--- src/rtl/ggt_pkg.sv ---
// Shared types and default sizes for the binary GCD engine (ggt_binaer).
package ggt_pkg;

    typedef enum logic [1:0] {
        IDLE = 2'd0,
        CALC = 2'd1,
        DONE = 2'd2
    } ggt_state_t;

    localparam int GGT_WIDTH_DEF = 16;
    localparam int GGT_CNT_W_DEF = 8;

    // Width of the common power-of-two counter k for a given operand width.
    function automatic int ggt_k_width(input int width);
        return $clog2(width) + 1;
    endfunction

endpackage

--- src/rtl/ggt_schritt.sv ---
// One combinational Stein step: reduces (a, b) towards equality while tracking
// the shared factor of two in k; fertig flags that a == b.
module ggt_schritt #(
    parameter int WIDTH = 16,
    parameter int KW    = 5
) (
    input  logic [WIDTH-1:0] a,
    input  logic [WIDTH-1:0] b,
    input  logic [KW-1:0]    k,
    output logic [WIDTH-1:0] a_nx,
    output logic [WIDTH-1:0] b_nx,
    output logic [KW-1:0]    k_nx,
    output logic             fertig
);

    always_comb begin
        a_nx   = a;
        b_nx   = b;
        k_nx   = k;
        fertig = 1'b0;
        if (a == b) begin
            fertig = 1'b1;
        end else if (!a[0] && !b[0]) begin
            a_nx = a >> 1;
            b_nx = b >> 1;
            k_nx = k + KW'(1);
        end else if (!a[0]) begin
            a_nx = a >> 1;
        end else if (!b[0]) begin
            b_nx = b >> 1;
        end else if (a > b) begin
            // Difference of two odd numbers is even, so the halving is exact.
            a_nx = (a - b) >> 1;
        end else begin
            b_nx = (b - a) >> 1;
        end
    end

endmodule

--- src/rtl/ggt_binaer.sv ---
// Parametrised binary (Stein) GCD engine: IDLE -> CALC (one reduction per cycle)
// -> DONE, with zero operands short-circuited straight to DONE.
module ggt_binaer
    import ggt_pkg::*;
#(
    parameter int WIDTH = GGT_WIDTH_DEF,
    parameter int CNT_W = GGT_CNT_W_DEF
) (
    input  logic             clk,
    input  logic             rst,
    input  logic             start_i,
    input  logic [WIDTH-1:0] Zahl1_i,
    input  logic [WIDTH-1:0] Zahl2_i,
    output logic [WIDTH-1:0] ergebnis,
    output logic             valid,
    output logic             busy,
    output logic [CNT_W-1:0] schritte,
    output ggt_state_t       state_dbg
);

    // Handshake: start_i is accepted only in IDLE (operands sampled on that edge);
    // busy stays high until the single-cycle valid pulse ends; ergebnis and
    // schritte are stable from the valid cycle until the next accepted start.

    localparam int KW = ggt_k_width(WIDTH);

    ggt_state_t       state, state_nx;
    logic [WIDTH-1:0] a_q, b_q, a_nx, b_nx, a_st, b_st, erg_nx;
    logic [KW-1:0]    k_q, k_nx, k_st;
    logic [CNT_W-1:0] cnt_q, cnt_nx, cnt_inc, schr_nx;
    logic             fertig;

    ggt_schritt #(
        .WIDTH (WIDTH),
        .KW    (KW)
    ) u_schritt (
        .a      (a_q),
        .b      (b_q),
        .k      (k_q),
        .a_nx   (a_st),
        .b_nx   (b_st),
        .k_nx   (k_st),
        .fertig (fertig)
    );

    assign cnt_inc   = (&cnt_q) ? cnt_q : cnt_q + CNT_W'(1);
    assign state_dbg = state;

    always_comb begin
        state_nx = state;
        a_nx     = a_q;
        b_nx     = b_q;
        k_nx     = k_q;
        cnt_nx   = cnt_q;
        erg_nx   = ergebnis;
        schr_nx  = schritte;
        case (state)
            IDLE: begin
                if (start_i) begin
                    if (Zahl1_i == '0 || Zahl2_i == '0) begin
                        erg_nx   = (Zahl1_i == '0) ? Zahl2_i : Zahl1_i;
                        schr_nx  = '0;
                        state_nx = DONE;
                    end else begin
                        a_nx     = Zahl1_i;
                        b_nx     = Zahl2_i;
                        k_nx     = '0;
                        cnt_nx   = '0;
                        state_nx = CALC;
                    end
                end
            end
            CALC: begin
                cnt_nx = cnt_inc;
                if (fertig) begin
                    // Result never exceeds min(a,b) of the inputs, so the shift cannot overflow.
                    erg_nx   = a_q << k_q;
                    schr_nx  = cnt_inc;
                    state_nx = DONE;
                end else begin
                    a_nx = a_st;
                    b_nx = b_st;
                    k_nx = k_st;
                end
            end
            DONE:    state_nx = IDLE;
            default: state_nx = IDLE;
        endcase
    end

    always_ff @(posedge clk or posedge rst) begin
        if (rst) begin
            state    <= IDLE;
            a_q      <= '0;
            b_q      <= '0;
            k_q      <= '0;
            cnt_q    <= '0;
            ergebnis <= '0;
            schritte <= '0;
            valid    <= 1'b0;
            busy     <= 1'b0;
        end else begin
            state    <= state_nx;
            a_q      <= a_nx;
            b_q      <= b_nx;
            k_q      <= k_nx;
            cnt_q    <= cnt_nx;
            ergebnis <= erg_nx;
            schritte <= schr_nx;
            valid    <= (state_nx == DONE);
            busy     <= (state_nx != IDLE);
        end
    end

endmodule
--- config.mk ---
export PLATFORM = sky130hd
export DESIGN_NAME = ggt_binaer
export DESIGN_NICKNAME = d
export VERILOG_FILES = /design/src/rtl/ggt_pkg.sv /design/src/rtl/ggt_schritt.sv /design/src/rtl/ggt_binaer.sv
export SDC_FILE = /design/constraint.sdc
export NUM_CORES = 1
export LEC_CHECK = 0
export ABC_AREA = 1
export CAP_MARGIN = 30
export CORE_MARGIN = 2
export CORE_UTILIZATION = 25
export DETAILED_ROUTE_END_ITERATION = 10
export SKIP_LAST_GASP = 1
export SYNTH_ARGS = -nofsm -noshare
export SYNTH_HDL_FRONTEND = slang
export SYNTH_HIERARCHICAL = 1
export SYNTH_SLANG_ARGS = --single-unit
--- constraint.sdc ---
create_clock -name clk -period 3.3 [get_ports clk]
set_input_delay 0.99 -clock clk [delete_from_list [all_inputs] [get_ports clk]]
set_output_delay 0.99 -clock clk [all_outputs]
set_load 0.03 [all_outputs]
* Word-level counts from Yosys, hierarchy flattened *
Cells that the tools add are included.

cells by class
  $add $sub $neg = 4
  order comparisons = 1
  reduce and logical (&&, ||, !) cells = 17
  multiplexer cells = 42
  shift-type cells = 1
  equality and inequality tests = 14

operator list
  kind                                                   count
  2-to-1 mux 16 bit                                      20
  case mux 16 bit (2 select lines)                       3
  2-to-1 mux 8 bit                                       6
  logical NOT 16 bit                                     2
  case mux 8 bit (2 select lines)                        2
  subtractor 16 bit                                      2
  2-to-1 mux 5 bit                                       5
  == test 16 bit                                         1
  > comparator 16 bit                                    1
  << shifter 16 x 5 -> 16 bit                            1
  AND reduction 7 bit                                    2
  inequality test 2 bit, second input constant           6
  AND reduction 6 bit                                    2
  case mux 5 bit (2 select lines)                        1
  adder 8 x 1 -> 8 bit, second input constant            1
  inequality test 4 x 3 -> 1 bit, second input constant  2
  AND reduction 8 bit                                    1
  2-to-1 mux 2 bit                                       3
  adder 5 x 1 -> 5 bit, second input constant            1
  AND reduction 5 bit                                    1
  inequality test 4 x 2 -> 1 bit, second input constant  1
  case mux 2 bit (2 select lines)                        1
  AND reduction 4 bit                                    1
  nonzero test 2 bit                                     2
  10 further kinds                                       11

word-level totals
  output and inout port bits = 28
  register bits = 73
  logic and storage cells = 90
  input bits = 35

* Logic depth before layout (Yosys ltp) *
  depth in word-level cells = 8
  gate-level depth with buffers = 23
  depth with buffers taken out = 22

* By module *
The synthesis kept the hierarchy.

modules (own cells, without submodules)
  module       cells an instance  area an instance (um2)  times used  sequential area each (um2)
  ggt_binaer   652                4317.9                  1           1826.8
  ggt_schritt  588                3071.7                  1           0.0

* Worst setup path after synthesis *
No wires, ideal clock.

  kind = register to register
  start = register a_q[0]
  end = register a_q[12]
  slack = 0.504 ns
  required time = 3.183 ns
  setup time = 0.117 ns
  cell stages (with the launch flop) = 22
  period minus slack after synthesis = 2.796 ns
  data arrival time = 2.679 ns
  path buffers = 2
  path through = dfrtp_1 inv_1 clkbuf_1 ha_1 fa_1 inv_1 nand3_1 nand2_1 nand2_1 nand2_2 nand2_2 nand2_4 nand3_4 buf_6 a21oi_1 o21ai_1 nand2_1 o21ai_0 nand2_1 o21ai_0 nand2_1 nand2_1

between the ends
  word-level cells in the longest chain between the ends = 8
  elaborated cells on any way between the ends = 18
  classes of those cells = 1 x add/sub; 1 x order compare; 5 x eq/ne; 8 x mux; 3 x reduce/logical

ends and longest elaborated chain
  element                             line               source
  start, declared                     ggt_binaer.sv:28   logic [WIDTH-1:0] a_q, b_q, a_nx, b_nx, a_st, b_st, erg_nx;
  start signal, assigned              ggt_binaer.sv:104  a_q <= a_nx;
  subtractor 16 bit                   ggt_schritt.sv:33  a_nx = (a - b) >> 1;
  2-to-1 mux 16 bit                   ggt_schritt.sv:31  end else if (a > b) begin
  2-to-1 mux 16 bit                   ggt_schritt.sv:29  end else if (!b[0]) begin
  2-to-1 mux 16 bit                   ggt_schritt.sv:27  end else if (!a[0]) begin
  2-to-1 mux 16 bit *                 ggt_schritt.sv:23  end else if (!a[0] && !b[0]) begin
  2-to-1 mux 16 bit *                 ggt_schritt.sv:21  if (a == b) begin
  via a_st[12]                        ggt_binaer.sv:28
  2-to-1 mux 16 bit *                 ggt_binaer.sv:75   if (fertig) begin
  case mux 16 bit (2 select lines) *  ggt_binaer.sv:57   case (state)

Mark *: on every way through the listed nets, which the timed path passes. The rest lies on a longest branch. The select of a mux whose other input is x is not followed.
A chain may end at the register's enable or synchronous reset.

* Worst setup path in the final report *
  start = register a_q[0]
  end = register a_q[8]

The elaborated chain is that of the path after synthesis.

==> impl_results.md <==
* Std-Cell Rows at 62
* Number of buffers inserted by post-CTS setup repair at 0
* WL final at 26,200 µm
* Total global routing track utilization at 16.9%
* Post-Place Cell Area at 0.00846 mm²
* Wire length of the first global-routing pass at 41,700 µm
* M1 GR Usage at 22.8%
* Maximum number of pins on one net before global-route repair at 41
* Leakage power of the design at 0.00446 µW
* Actual slew at the worst max-slew pin at 0.932 ns
* CTS tree: yes
* CTS Buf Count at 9
* Worst Path Buf+Inv at 5
* CP Launch Point: a_q[0]
* Power per Cell Area at 1120 mW/mm²
* Number of global-route vias before repair at 7,792
* Setup TNS Final at 0 ns
* Highest fanout seen on the critical path at 32
* Initial antenna violation count at 0
* Average footprint of a synthesized cell at 5.96 µm²
* Number of pins with negative max-slew slack in the final report at 0
* Remaining number of nets flagged by the antenna check after routing at 0
* Global routing met2 resource utilization at 28.7%
* Post-synthesis to final-layout area growth at 18.7%
* Max Clock Skew at 0.00887 ns
* Kind of cell adding the most delay to the critical path: buffers and inverters
* N_diodes at 0
* Period utilization at 89.1%
* Htree depth at 3
* Number of detailed-route iterations in the first pass at 6
* Effective utilization at floorplan at 25.5%
* Violation count after the first detailed-route iteration at 864
* Signal arrival time at the worst endpoint at 3.22 ns
* Status: finished clean
* Maximum resistive drop on vdd at 0.311 mV
* Register area at 0.00183 mm²
* Total half-perimeter wirelength after legalization and detailed placement at 20,700 µm
* Start-to-end type of the worst setup path: flip-flop to flip-flop
* Post-synthesis cell count at 1,240
* Total grt overflow at 0
* Fraction of final layout cells with drive strength greater than 1 at 6.33%
* Worst r2r src: a_q[0]
* Area leader, netlist: nand2_1
* Cell variety after synth at 41
* HP Start: ergebnis[2]
* Port bufs at 62
* Remaining routing DRC violations at 0
* Total Die Area at 0.0309 mm²
* Root Buffer: clkbuf_16
* Share of the synthesized area in the top cell type at 25.1%
* Clock slew at the register clock pins of the worst setup and hold paths at 0.06 ns
* Fmax achieved at 340 MHz
* Number of failing hold endpoints at the final stage at 0
* Largest cells by area after synthesis: nand2_1 (25%), dfrtp_1 (25%), nand3_1 (9.3%)
* Met3 usage at 2.51%
* Number of nets in the layout at 1,361
* DR WL/cell at 15.6 µm
* RePlAce Congestion at 0.992
* DR vias at 8,263
* Required time of the worst setup path at 3.57 ns
* Worst-path cell chain: inv_1, buf_4, ha_1, nor2_2, inv_1, nand2_1, buf_4, o22ai_1, inv_1, nand2_1, nand2_1, o21ai_0, nand2_1, nand2_1
* Leading cell type in the layout, fill and taps excluded: nand2_1
* Setup repair after global routing missed its margin: no
* Area used by multi-input combinational logic at 0.00477 mm²
* CTS sink cnt at 73
* Max Root-Sink Buffers at 2
* Worst min path class: flip-flop to flip-flop
* CORE AREA at 0.0289 mm²
* Final critical delay including setup and external delays at 2.94 ns
* Setup violations, final at 0
* Post-synthesis cell area at 0.00739 mm²
* Seq/Total Area, Yosys at 24.7%
* Die Wd at 176 µm
* Summed area of non-filler cells in the final layout at 0.00877 mm²
* Global-route layer with the greatest usage: met2
* Number of max-cap violations at 0
* Vertical extent of the die at 176 µm
* Relative max-transition margin at 37.7%
* CP Capture Type: flip-flop
* Synthesized net count at 1,311
* Crit-path max cell delay at 0.57 ns
* Synthesis warning total at 6
* Ports placed on the boundary at 63
* Crit path launch type: flip-flop
* Insertion delay of the later-clocked pin in the worst-skew pair at 0.34 ns
* Via-per-instance ratio at 4.92
* Max stage delay cell, worst path: ha_1
* Synth Register Bits at 73
* Top library cells by usage in the layout, fill and taps aside: nand2_1 (493), nand3_1 (137), inv_1 (126), a21oi_1 (75), dfrtp_1 (73)
* CP dominant cell by count: nand2_1
* Filler cells at 3,223
## stage by stage
stage / utilization [%] / setup WS [ns] / hold WS (ns) / total power [µW] / instances
global placement: 29.3 / 0.227 / 0.462 / 8620 / 1663
CTS: 30.3 / 0.351 / 0.486 / 9700 / 1679
floorplan: - / 0.457 / 0.498 / 6830 / 1240
finish: 30.3 / 0.359 / 0.484 / 9820 / 1679
global route: 30.3 / 0.0700 / 0.520 / 10800 / 1679
detailed placement: 29.3 / 0.206 / 0.469 / 8650 / 1663
## final cells by class
cell class / instances / share of cell area (%)
repair buffers: 94 / 10.1
well taps: 384 / 5.48
multi-input cells: 977 / 54.4
flip-flops and latches: 73 / 20.8
clock buffers: 9 / 2.57
inverters: 135 / 5.78
clock inverters: 7 / 0.885
## what timing repair did
item	CTS	global route
hold buffers	0	0
endpoints found under the hold margin	0	0
setup endpoints to repair	0	1
gates resized for setup	0	1
## routing by layer
layer / up-vias / share of wire [%]
met4: 0 / 1.5
met3: 34 / 5.9
li1: 4088 / -
met2: 265 / 47
met5: - / 0
met1: 3876 / 45
## cell usage after synthesis, drive strengths merged
cell and instances:
nand2 509, nand3 139, inv 133, a21oi 76, dfrtp 73, o21ai 68, nor2 64, buf 35
ha 34, clkbuf 19, o211ai 14, o22ai 13, xor2 13, nand4 10, xnor2 7, nor3 5
o221ai 5, a22oi 4, nand3b 3, o21a 3, o21bai 3, or2 3, clkinv 2, fa 2
a21o 1, a311oi 1, dlygate4sd1 1
## where the power goes
part	internal, µW	switching [µW]
sequential	1200	361
clock	592	412
combinational	2470	4780
## sequential cells by signal (all words and copies together) (netlist names)
signal,cells
a_q,16
b_q,16
busy,1
cnt_q,8
ergebnis,16
k_q,5
schritte,8
state_dbg,2
valid,1
## worst reg2reg max path: stages (launching register included)
cell     delay [ns]
dfrtp_1        0.37
inv_1          0.08
buf_4          0.35
ha_1           0.57
nor2_2         0.09
inv_1          0.43
nand2_1        0.28
buf_4          0.22
o22ai_1        0.10
inv_1          0.06
nand2_1        0.06
nand2_1        0.05
o21ai_0        0.08
nand2_1        0.07
nand2_1        0.07
## final timing paths
kind	to	slack (ns)	cells past startpoint
setup / recovery	a_q[8]	0.36	14
hold / removal	ergebnis[2]	0.48	2
setup reg to reg	a_q[8]	0.36	14
hold reg to reg	ergebnis[2]	0.48	2
max in group asynchronous	ergebnis[6]	1.66	3
min in group asynchronous	cnt_q[7]	1.01	2
## cell families after synthesis
| group | share of synthesized area, % |
|---|---|
| compound gates | 14.3 |
| xor+xnor | 2.37 |
| fa+ha+maj | 6.30 |
| buf+inv | 10.8 |
| flops | 24.7 |
| simple gates | 41.6 |
No activity file was read; power rests on OpenSTA's default activity.
